--- config.mk ---
export PLATFORM = sky130hd
export DESIGN_NAME = stage_exe_mdu
export DESIGN_NICKNAME = d
export VERILOG_FILES = /design/src/rtl/stage_exe_mdu.sv
export SDC_FILE = /design/constraint.sdc
export NUM_CORES = 2
export LEC_CHECK = 0
export ABC_AREA = 1
export CORE_MARGIN = 2
export CORE_UTILIZATION = 30
export CTS_CLUSTER_SIZE = 8
export DETAILED_ROUTE_END_ITERATION = 16
export HOLD_SLACK_MARGIN = 0.02
export PLACE_DENSITY = 0.44
export SYNTH_ARGS = -nofsm -noshare
export SYNTH_HDL_FRONTEND = slang
export SYNTH_SLANG_ARGS = --single-unit
--- constraint.sdc ---
create_clock -name clock -period 4.35 [get_ports clock]
set_input_delay 1.0875 -clock clock [delete_from_list [all_inputs] [get_ports clock]]
set_output_delay 1.0875 -clock clock [all_outputs]
set_load 0.05 [all_outputs]
--- src/rtl/stage_exe_mdu.sv ---
// rtl/stage_exe_mdu.sv - MIPS execute stage: forwarding, ALU, EX/MEM register, iterative MUL/DIV unit with HI/LO
module stage_exe_mdu #(
    parameter int DATA_W     = 32,
    parameter int REG_ADDR_W = 5
) (
    input  logic                  clock,
    input  logic                  reset,
    input  logic                  stall,
    input  logic                  flush,
    input  logic                  nop_id,
    input  logic [DATA_W-1:0]     data_a,
    input  logic [DATA_W-1:0]     data_b,
    input  logic [DATA_W-1:0]     data_imm,
    input  logic [DATA_W-1:0]     npc,
    input  logic [3:0]            alu_op,
    input  logic                  use_imm,
    input  logic                  reg_dst,
    input  logic [REG_ADDR_W-1:0] rd_addr,
    input  logic [REG_ADDR_W-1:0] rt_addr,
    input  logic [2:0]            mdu_op,
    input  logic [1:0]            for_a,
    input  logic [1:0]            for_b,
    input  logic [DATA_W-1:0]     fwd_exe,
    input  logic [DATA_W-1:0]     fwd_mem,
    input  logic [1:0]            wbi,
    input  logic                  M,
    input  logic [1:0]            memdatasize,
    output logic [DATA_W-1:0]     out,
    output logic                  zero,
    output logic [DATA_W-1:0]     jump_address,
    output logic [REG_ADDR_W-1:0] regaddr_o,
    output logic [REG_ADDR_W-1:0] rt_o,
    output logic [DATA_W-1:0]     data_b_o,
    output logic [1:0]            wbi_o,
    output logic                  M_o,
    output logic [1:0]            memdatasize_o,
    output logic                  nop,
    output logic                  stall_req,
    output logic [DATA_W-1:0]     hi,
    output logic [DATA_W-1:0]     lo
);
    localparam int SH_W  = $clog2(DATA_W);
    localparam int CNT_W = $clog2(DATA_W + 1);

    typedef enum logic [1:0] {S_IDLE, S_MUL, S_DIV, S_FIX} state_t;

    state_t              state, state_d;
    logic [CNT_W-1:0]    count;
    logic [2*DATA_W-1:0] acc;
    logic [DATA_W-1:0]   opnd;
    logic                sa, sb, is_div;

    logic [DATA_W-1:0] op_a, op_b, alu_b, alu_res;
    logic [SH_W-1:0]   shamt;

    always_comb begin
        op_a = data_a;
        if (for_a == 2'b01)      op_a = fwd_exe;
        else if (for_a == 2'b10) op_a = fwd_mem;
        op_b = data_b;
        if (for_b == 2'b01)      op_b = fwd_exe;
        else if (for_b == 2'b10) op_b = fwd_mem;
    end

    assign alu_b        = use_imm ? data_imm : op_b;
    assign shamt        = op_a[SH_W-1:0];
    assign jump_address = npc + data_imm;
    assign zero         = (out == '0);

    always_comb begin
        alu_res = '0;
        case (alu_op)
            4'd0:  alu_res = op_a + alu_b;
            4'd1:  alu_res = op_a - alu_b;
            4'd2:  alu_res = op_a & alu_b;
            4'd3:  alu_res = op_a | alu_b;
            4'd4:  alu_res = op_a ^ alu_b;
            4'd5:  alu_res = ~(op_a | alu_b);
            4'd6:  alu_res = DATA_W'($signed(op_a) < $signed(alu_b));
            4'd7:  alu_res = DATA_W'(op_a < alu_b);
            4'd8:  alu_res = alu_b << shamt;
            4'd9:  alu_res = alu_b >> shamt;
            4'd10: alu_res = $unsigned($signed(alu_b) >>> shamt);
            4'd11: alu_res = alu_b << (DATA_W / 2);
            default: alu_res = '0;
        endcase
    end

    logic busy, load_bubble, mdu_start, accept, signed_op, neg_a, neg_b;
    logic [DATA_W-1:0] abs_a, abs_b;

    assign busy        = (state != S_IDLE);
    assign stall_req   = busy;
    assign load_bubble = reset | flush | stall | busy;
    assign mdu_start   = (mdu_op >= 3'd1) && (mdu_op <= 3'd4);
    assign accept      = !busy && mdu_start && !nop_id && !stall && !flush;
    assign signed_op   = (mdu_op == 3'd1) || (mdu_op == 3'd3);
    assign neg_a       = signed_op & op_a[DATA_W-1];
    assign neg_b       = signed_op & op_b[DATA_W-1];
    assign abs_a       = neg_a ? -op_a : op_a;
    assign abs_b       = neg_b ? -op_b : op_b;

    // acc holds {partial product, multiplier} for MUL and {remainder, dividend/quotient} for DIV
    logic [DATA_W:0]     mul_sum, div_trial;
    logic [2*DATA_W-1:0] mul_next, div_next, prod_fix;
    logic [DATA_W-1:0]   div_sub, quo_fix, rem_fix, fix_hi, fix_lo;
    logic                div_ok;

    assign mul_sum   = {1'b0, acc[2*DATA_W-1:DATA_W]} + (acc[0] ? {1'b0, opnd} : '0);
    assign mul_next  = {mul_sum, acc[DATA_W-1:1]};
    assign div_trial = acc[2*DATA_W-1:DATA_W-1];
    assign div_ok    = (div_trial >= {1'b0, opnd});
    assign div_sub   = div_trial[DATA_W-1:0] - opnd;
    assign div_next  = {div_ok ? div_sub : div_trial[DATA_W-1:0], acc[DATA_W-2:0], div_ok};

    // A zero divisor leaves the full dividend as remainder; the quotient is forced to all ones
    assign prod_fix = (sa ^ sb) ? -acc : acc;
    assign quo_fix  = (opnd == '0) ? '1 : ((sa ^ sb) ? -acc[DATA_W-1:0] : acc[DATA_W-1:0]);
    assign rem_fix  = sa ? -acc[2*DATA_W-1:DATA_W] : acc[2*DATA_W-1:DATA_W];
    assign fix_hi   = is_div ? rem_fix : prod_fix[2*DATA_W-1:DATA_W];
    assign fix_lo   = is_div ? quo_fix : prod_fix[DATA_W-1:0];

    always_comb begin
        state_d = state;
        case (state)
            S_IDLE: if (accept) state_d = (mdu_op >= 3'd3) ? S_DIV : S_MUL;
            S_MUL, S_DIV: if (count == CNT_W'(1)) state_d = S_FIX;
            S_FIX:  state_d = S_IDLE;
            default: state_d = S_IDLE;
        endcase
        if (flush) state_d = S_IDLE;
    end

    always_ff @(posedge clock) begin
        if (reset) state <= S_IDLE;
        else       state <= state_d;
    end

    always_ff @(posedge clock) begin
        if (reset) begin
            count  <= '0;
            acc    <= '0;
            opnd   <= '0;
            sa     <= 1'b0;
            sb     <= 1'b0;
            is_div <= 1'b0;
        end else if (accept) begin
            count  <= CNT_W'(DATA_W);
            is_div <= (mdu_op >= 3'd3);
            sa     <= neg_a;
            sb     <= neg_b;
            if (mdu_op >= 3'd3) begin
                acc  <= {{DATA_W{1'b0}}, abs_a};
                opnd <= abs_b;
            end else begin
                acc  <= {{DATA_W{1'b0}}, abs_b};
                opnd <= abs_a;
            end
        end else if (state == S_MUL || state == S_DIV) begin
            acc   <= (state == S_MUL) ? mul_next : div_next;
            count <= count - CNT_W'(1);
        end
    end

    always_ff @(posedge clock) begin
        if (reset) begin
            hi <= '0;
            lo <= '0;
        end else if (state == S_FIX && !flush) begin
            hi <= fix_hi;
            lo <= fix_lo;
        end else if (!load_bubble && !nop_id && mdu_op == 3'd7) begin
            if (data_imm[0]) lo <= op_a;
            else             hi <= op_a;
        end
    end

    always_ff @(posedge clock) begin
        if (load_bubble) begin
            out           <= '0;
            regaddr_o     <= '0;
            rt_o          <= '0;
            data_b_o      <= '0;
            wbi_o         <= '0;
            M_o           <= 1'b0;
            memdatasize_o <= '0;
            nop           <= 1'b1;
        end else begin
            out           <= (mdu_op == 3'd5) ? hi : (mdu_op == 3'd6) ? lo : alu_res;
            regaddr_o     <= reg_dst ? rd_addr : rt_addr;
            rt_o          <= rt_addr;
            data_b_o      <= op_b;
            wbi_o         <= wbi;
            M_o           <= M;
            memdatasize_o <= memdatasize;
            nop           <= nop_id;
        end
    end
endmodule

=== Word level (Yosys, flattened, before mapping) ===
Index checks and enable logic that the tools add are counted.
Widths: inputs -> output; s select.

* Bits in registers: 251
* Bits of input ports: 225
* Output and inout port bits: 178
* Word-level logic and storage cells: 140

* Add/subtract/negate cells: 11
* Order comparisons: 6
* Eq/ne operators: 27
* Shift-type cells: 3
* Muxes and demuxes: 36
* Bitwise operators: 10
* Reduce and logical (&&, ||, !) cells: 29

{| class="wikitable"
|+ Operators by type and width
! cell !! number
|-
| $mux 32 || 24
|-
| $pmux 32 s12 || 1
|-
| $mux 64 || 4
|-
| $neg 32->32 || 4
|-
| $add 32x32->32 || 2
|-
| $logic_not 32->1 || 2
|-
| $lt 32x32->1 || 2
|-
| $neg 64->64 || 1
|-
| $sub 32x32->32 || 2
|-
| $add 32x32->33 || 1
|-
| $ge 33x32->1 || 1
|-
| $and 32x32->32 || 1
|-
| $not 32->32 || 1
|-
| $or 32x32->32 || 1
|-
| $shl 32x5->32 || 1
|-
| $shr 32x5->32 || 1
|-
| $sshr 32x5->32 || 1
|-
| $xor 32x32->32 || 1
|-
| $eq 4x3->1 const B || 4
|-
| $eq 4x4->1 const B || 4
|-
| $mux 6 || 2
|-
| $eq 3x3->1 const B || 3
|-
| $eq 2x2->1 const B || 4
|-
| $eq 4x2->1 const B || 2
|-
| other kinds (25) || 52
|}

=== Logic depth before layout (Yosys ltp) ===
* Depth in word-level cells: 9
* Depth in mapped cells: 27

=== Least setup slack after synthesis ===
Ideal clock, no wire load.

* Path type: input to output
* Start: input port data_imm[0]
* End: output port jump_address[28]
* Arrival: 3.710 ns
* Data required time: 3.263 ns
* Slack: -0.447 ns
* Stages on the path: 13
* Buffers on the path: 0
* Path through: ha_1 inv_1 fa_1 o21ai_0 a21oi_1 o21ai_0 nand2_1 nand2_1 a21oi_1 o21ai_0 nand4_1 nand2_1 xor2_1

* Cells in the longest elaborated chain, start to end: 1

{| class="wikitable"
|+ RTL lines
! element !! RTL line !! RTL
|-
| start, declared || 13 || <nowiki>input logic [DATA_W-1:0] data_imm,</nowiki>
|-
| $add 32x32->32 || 67 || <nowiki>assign jump_address = npc + data_imm;</nowiki>
|-
| end, declared || 30 || <nowiki>output logic [DATA_W-1:0] jump_address,</nowiki>
|}

Every way passes these cells.

=== Worst setup path after layout ===
* Start: input port data_imm[24]
* End: output port jump_address[31]

Same word-level chain as after synthesis.

==> results by group <==
Critical path
  • CP max FO: 3
  • Setup crit start kind: input port
  • Critical path class: input port to output port
  • Worst EP required: 3.26 ns
  • Crit. End Element: output port
  • Crit path DAT: 3.27 ns

Floorplanning
  • Die Area: 0.113 mm2
  • CORE AREA: 0.109 mm2
  • Die H: 336 um
  • Starting Density: 30.3%
  • Row count: 121
  • Num ports: 403
  • Die Span X: 336 um

Route
  • Initial drt markers: 5386
  • Routed wire per std cell: 26.5 um
  • Final ANT Viol Nets: 0
  • First-pass DRT Iterations: 6
  • Final WL: 232000 um
  • DR DRC count: 0
  • Detailed-route via count: 47600
  • Post-DR vias/cell: 5.45

Global route
  • GRT Total Usage: 39.8%
  • First-pass GRT wire length: 325000 um
  • GR Layer Usage met3: 6.15%
  • GR Overflow Total: 0
  • Largest net degree at the start of global routing: 73
  • Global route hottest layer: met2
  • Met1 Use GR: 54.1%
  • Initial antenna violation count: 19
  • M2 GR Usage: 62.1%
  • Vias in the first global route: 44600

Timing
  • Fin crit period: 4.36 ns
  • Slew @ Worst Pin: 1.06 ns
  • RSZ-0062 raised after global routing: true
  • Relative slew slack: 29.4%
  • Smallest hold slack: 0.483 ns
  • Final hold violations: 0
  • Setup ws final: -0.0110 ns
  • Setup TNS: -0.0110 ns
  • Clock skew: 0.0375 ns
  • Final period util: 100%
  • Final setup vio count: 1
  • Pins Over Slew Limit: 0
  • Fmax: 229 MHz

Yosys
  • Largest family of logic cells by synthesized area: simple AND/OR/NAND/NOR gates
  • Sequential area share after synthesis: 15.2%
  • Synth top area share: 18.0%
  • Synth Register Bits: 251
  • Share of synthesized registers carrying an async set or reset: 0%
  • Simple-gate share of the synthesized area: 40.7%
  • Number of synthesized flops with an enable pin: 0
  • Area contributors post-synth: nand2_1, dfxtp_1, nand3_1
  • Synth Area in Adders: 8.13%
  • Count leader, synth: nand2_1
  • Syn avg cell area: 5.55 um2
  • Synthesized Nets: 6399
  • Synth Instances: 5962
  • YS warnings: 0
  • Post-synth top area cell: nand2_1
  • Distinct cell type count after synthesis: 58
  • Prevailing post-synth register cell: dfxtp_1
  • Post-synth top cells: nand2_1, nand3_1, inv_1, nor2_1, o21ai_0
  • Synthesized area: 0.0331 mm2
  • Multiplexer share of the synthesized area: 0%
  • Synth Area in Compound Gates: 20.5%
  • Xor and xnor area share after synthesis: 3.57%

Placement
  • Placement Cell Area: 0.0468 mm2
  • Gpl congestion: 1.03
  • DP HPWL: 196000 um
  • # placed instances: 8636
  • Number of buffers added on ports: 402
  • Post-Place Setup Slack: -1.17 ns

Clock network
  • CTS sink cnt: 251
  • CTS tree: built
  • Clock transition at path regs: 0.05 ns
  • Root Buffer: clkbuf_16
  • Worst-Skew Late Latency: 0.61 ns
  • CTS Buf Count: 38
  • CTS H-tree lvls: 2
  • Post-CTS Hold Fix Bufs: 0
  • Max clock buf depth: 3

Final layout
  • Final Non-Filler Cells: 8733
  • Final instance area: 0.0496 mm2
  • Area Overhead vs Synth: 49.9%
  • Layout cell share with drive strength beyond 1: 21.4%
  • Final nets: 7674
  • Layout fillers: 12000

Power
  • Leakage power total: 23.7 nW
  • Max VDD drop: 0.00121 V
  • Cell Pwr Density: 531 mW/mm2

Hold path
  • Hold crit path type: flip-flop to flip-flop

Run status
  • Outcome: complete, but fails checks
  • Failing checks: setup timing

Job
  • Max-Cap Viols: 0
[through the flow]
stage	utilization, %	total power, mW
4_1_cts	44.7	25.7
3_5_place_dp	42.9	22.6
5_1_grt	45.5	28.1
6_report	45.5	26.3
2_1_floorplan	-	14.2
3_3_place_gp	42.9	22.6
[repair_timing]
action / in CTS / in global routing
pin swaps: 50 / 70
hold endpoints to repair: 0 / 0
setup buffers: 20 / 20
gates resized for setup: 269 / 175
gates cloned: 0 / 2
endpoints found under the setup margin: 52 / 52
[kinds of logic after synthesis]
kind of cell | after synthesis
xor gates and xnor gates | 135
AOI/OAI and AO/OA | 1191
adders and majority gates | 212
and+or+nand+nor | 3169
DFF | 251
buffers and inverters | 1004
[layout make-up]
class	instances	area (um2)	area share, %
Tap cell	1476	1850	3.72
Timing Repair Buffer	1501	13100	26.4
Multi-Input combinational cell	4707	25800	52.0
Sequential cell	251	5020	10.1
Clock inverter	3	40.0	0.0807
Clock buffer	44	1020	2.07
Inverter	738	2780	5.59
Antenna cell	13	32.5	0.0656
[worst paths after layout]
check	startpoint	to	slack, ns	cells after the start
setup / recovery	data_imm[24]	jump_address[31]	-0.01	12
hold reg to reg	count[1]	count[1]	0.48	2
hold / removal	count[1]	count[1]	0.48	2
setup reg to reg	opnd[2]	acc[63]	0.85	17
[critical path, stage by stage]
cell,delay (ns)
clkdlybuf4s50_1,0.48
buf_6,0.13
ha_4,0.22
nand2_4,0.10
nor4_4,0.05
buf_4,0.16
a211oi_4,0.28
nand2_2,0.11
a21oi_2,0.13
buf_4,0.15
xor2_4,0.19
buf_12,0.16
[sequential cells by signal, summed over array words and instances (netlist names), 2 cells and up]
signal and count:
acc 64, count 6, data_b_o 32, hi 32, lo 32, memdatasize_o 2
opnd 32, out 32, regaddr_o 5, rt_o 5, state 2, wbi_o 2
[power breakdown]
part | switching (mW) | internal, mW
clock | 1.22 | 1.64
combinational | 13.8 | 6.72
sequential | 0.480 | 2.51
total | 15.5 | 10.9
[layer usage]
layer | wire length [um] | vias up
met5 | 28 | -
met4 | 11400 | 4
met3 | 19400 | 364
met2 | 101000 | 2283
met1 | 99900 | 22600
li1 | - | 22300
[cell usage in the layout (no fill, tap or decap), drive strengths merged, types with 22 or more instances in the layout]
master,count
or2,22
nand4,58
inv,733
nor2,573
xnor2,30
ha,207
dlygate4sd2,31
buf,1140
a31oi,85
dfxtp,251
nor3,82
a22oi,37
xor2,105
o21ai,462
clkdlybuf4s50,309
o211ai,67
nand2,1595
nor4,43
a21oi,415
nand3,759
clkbuf,54
Note: power is estimated with default switching activity, not from simulation.
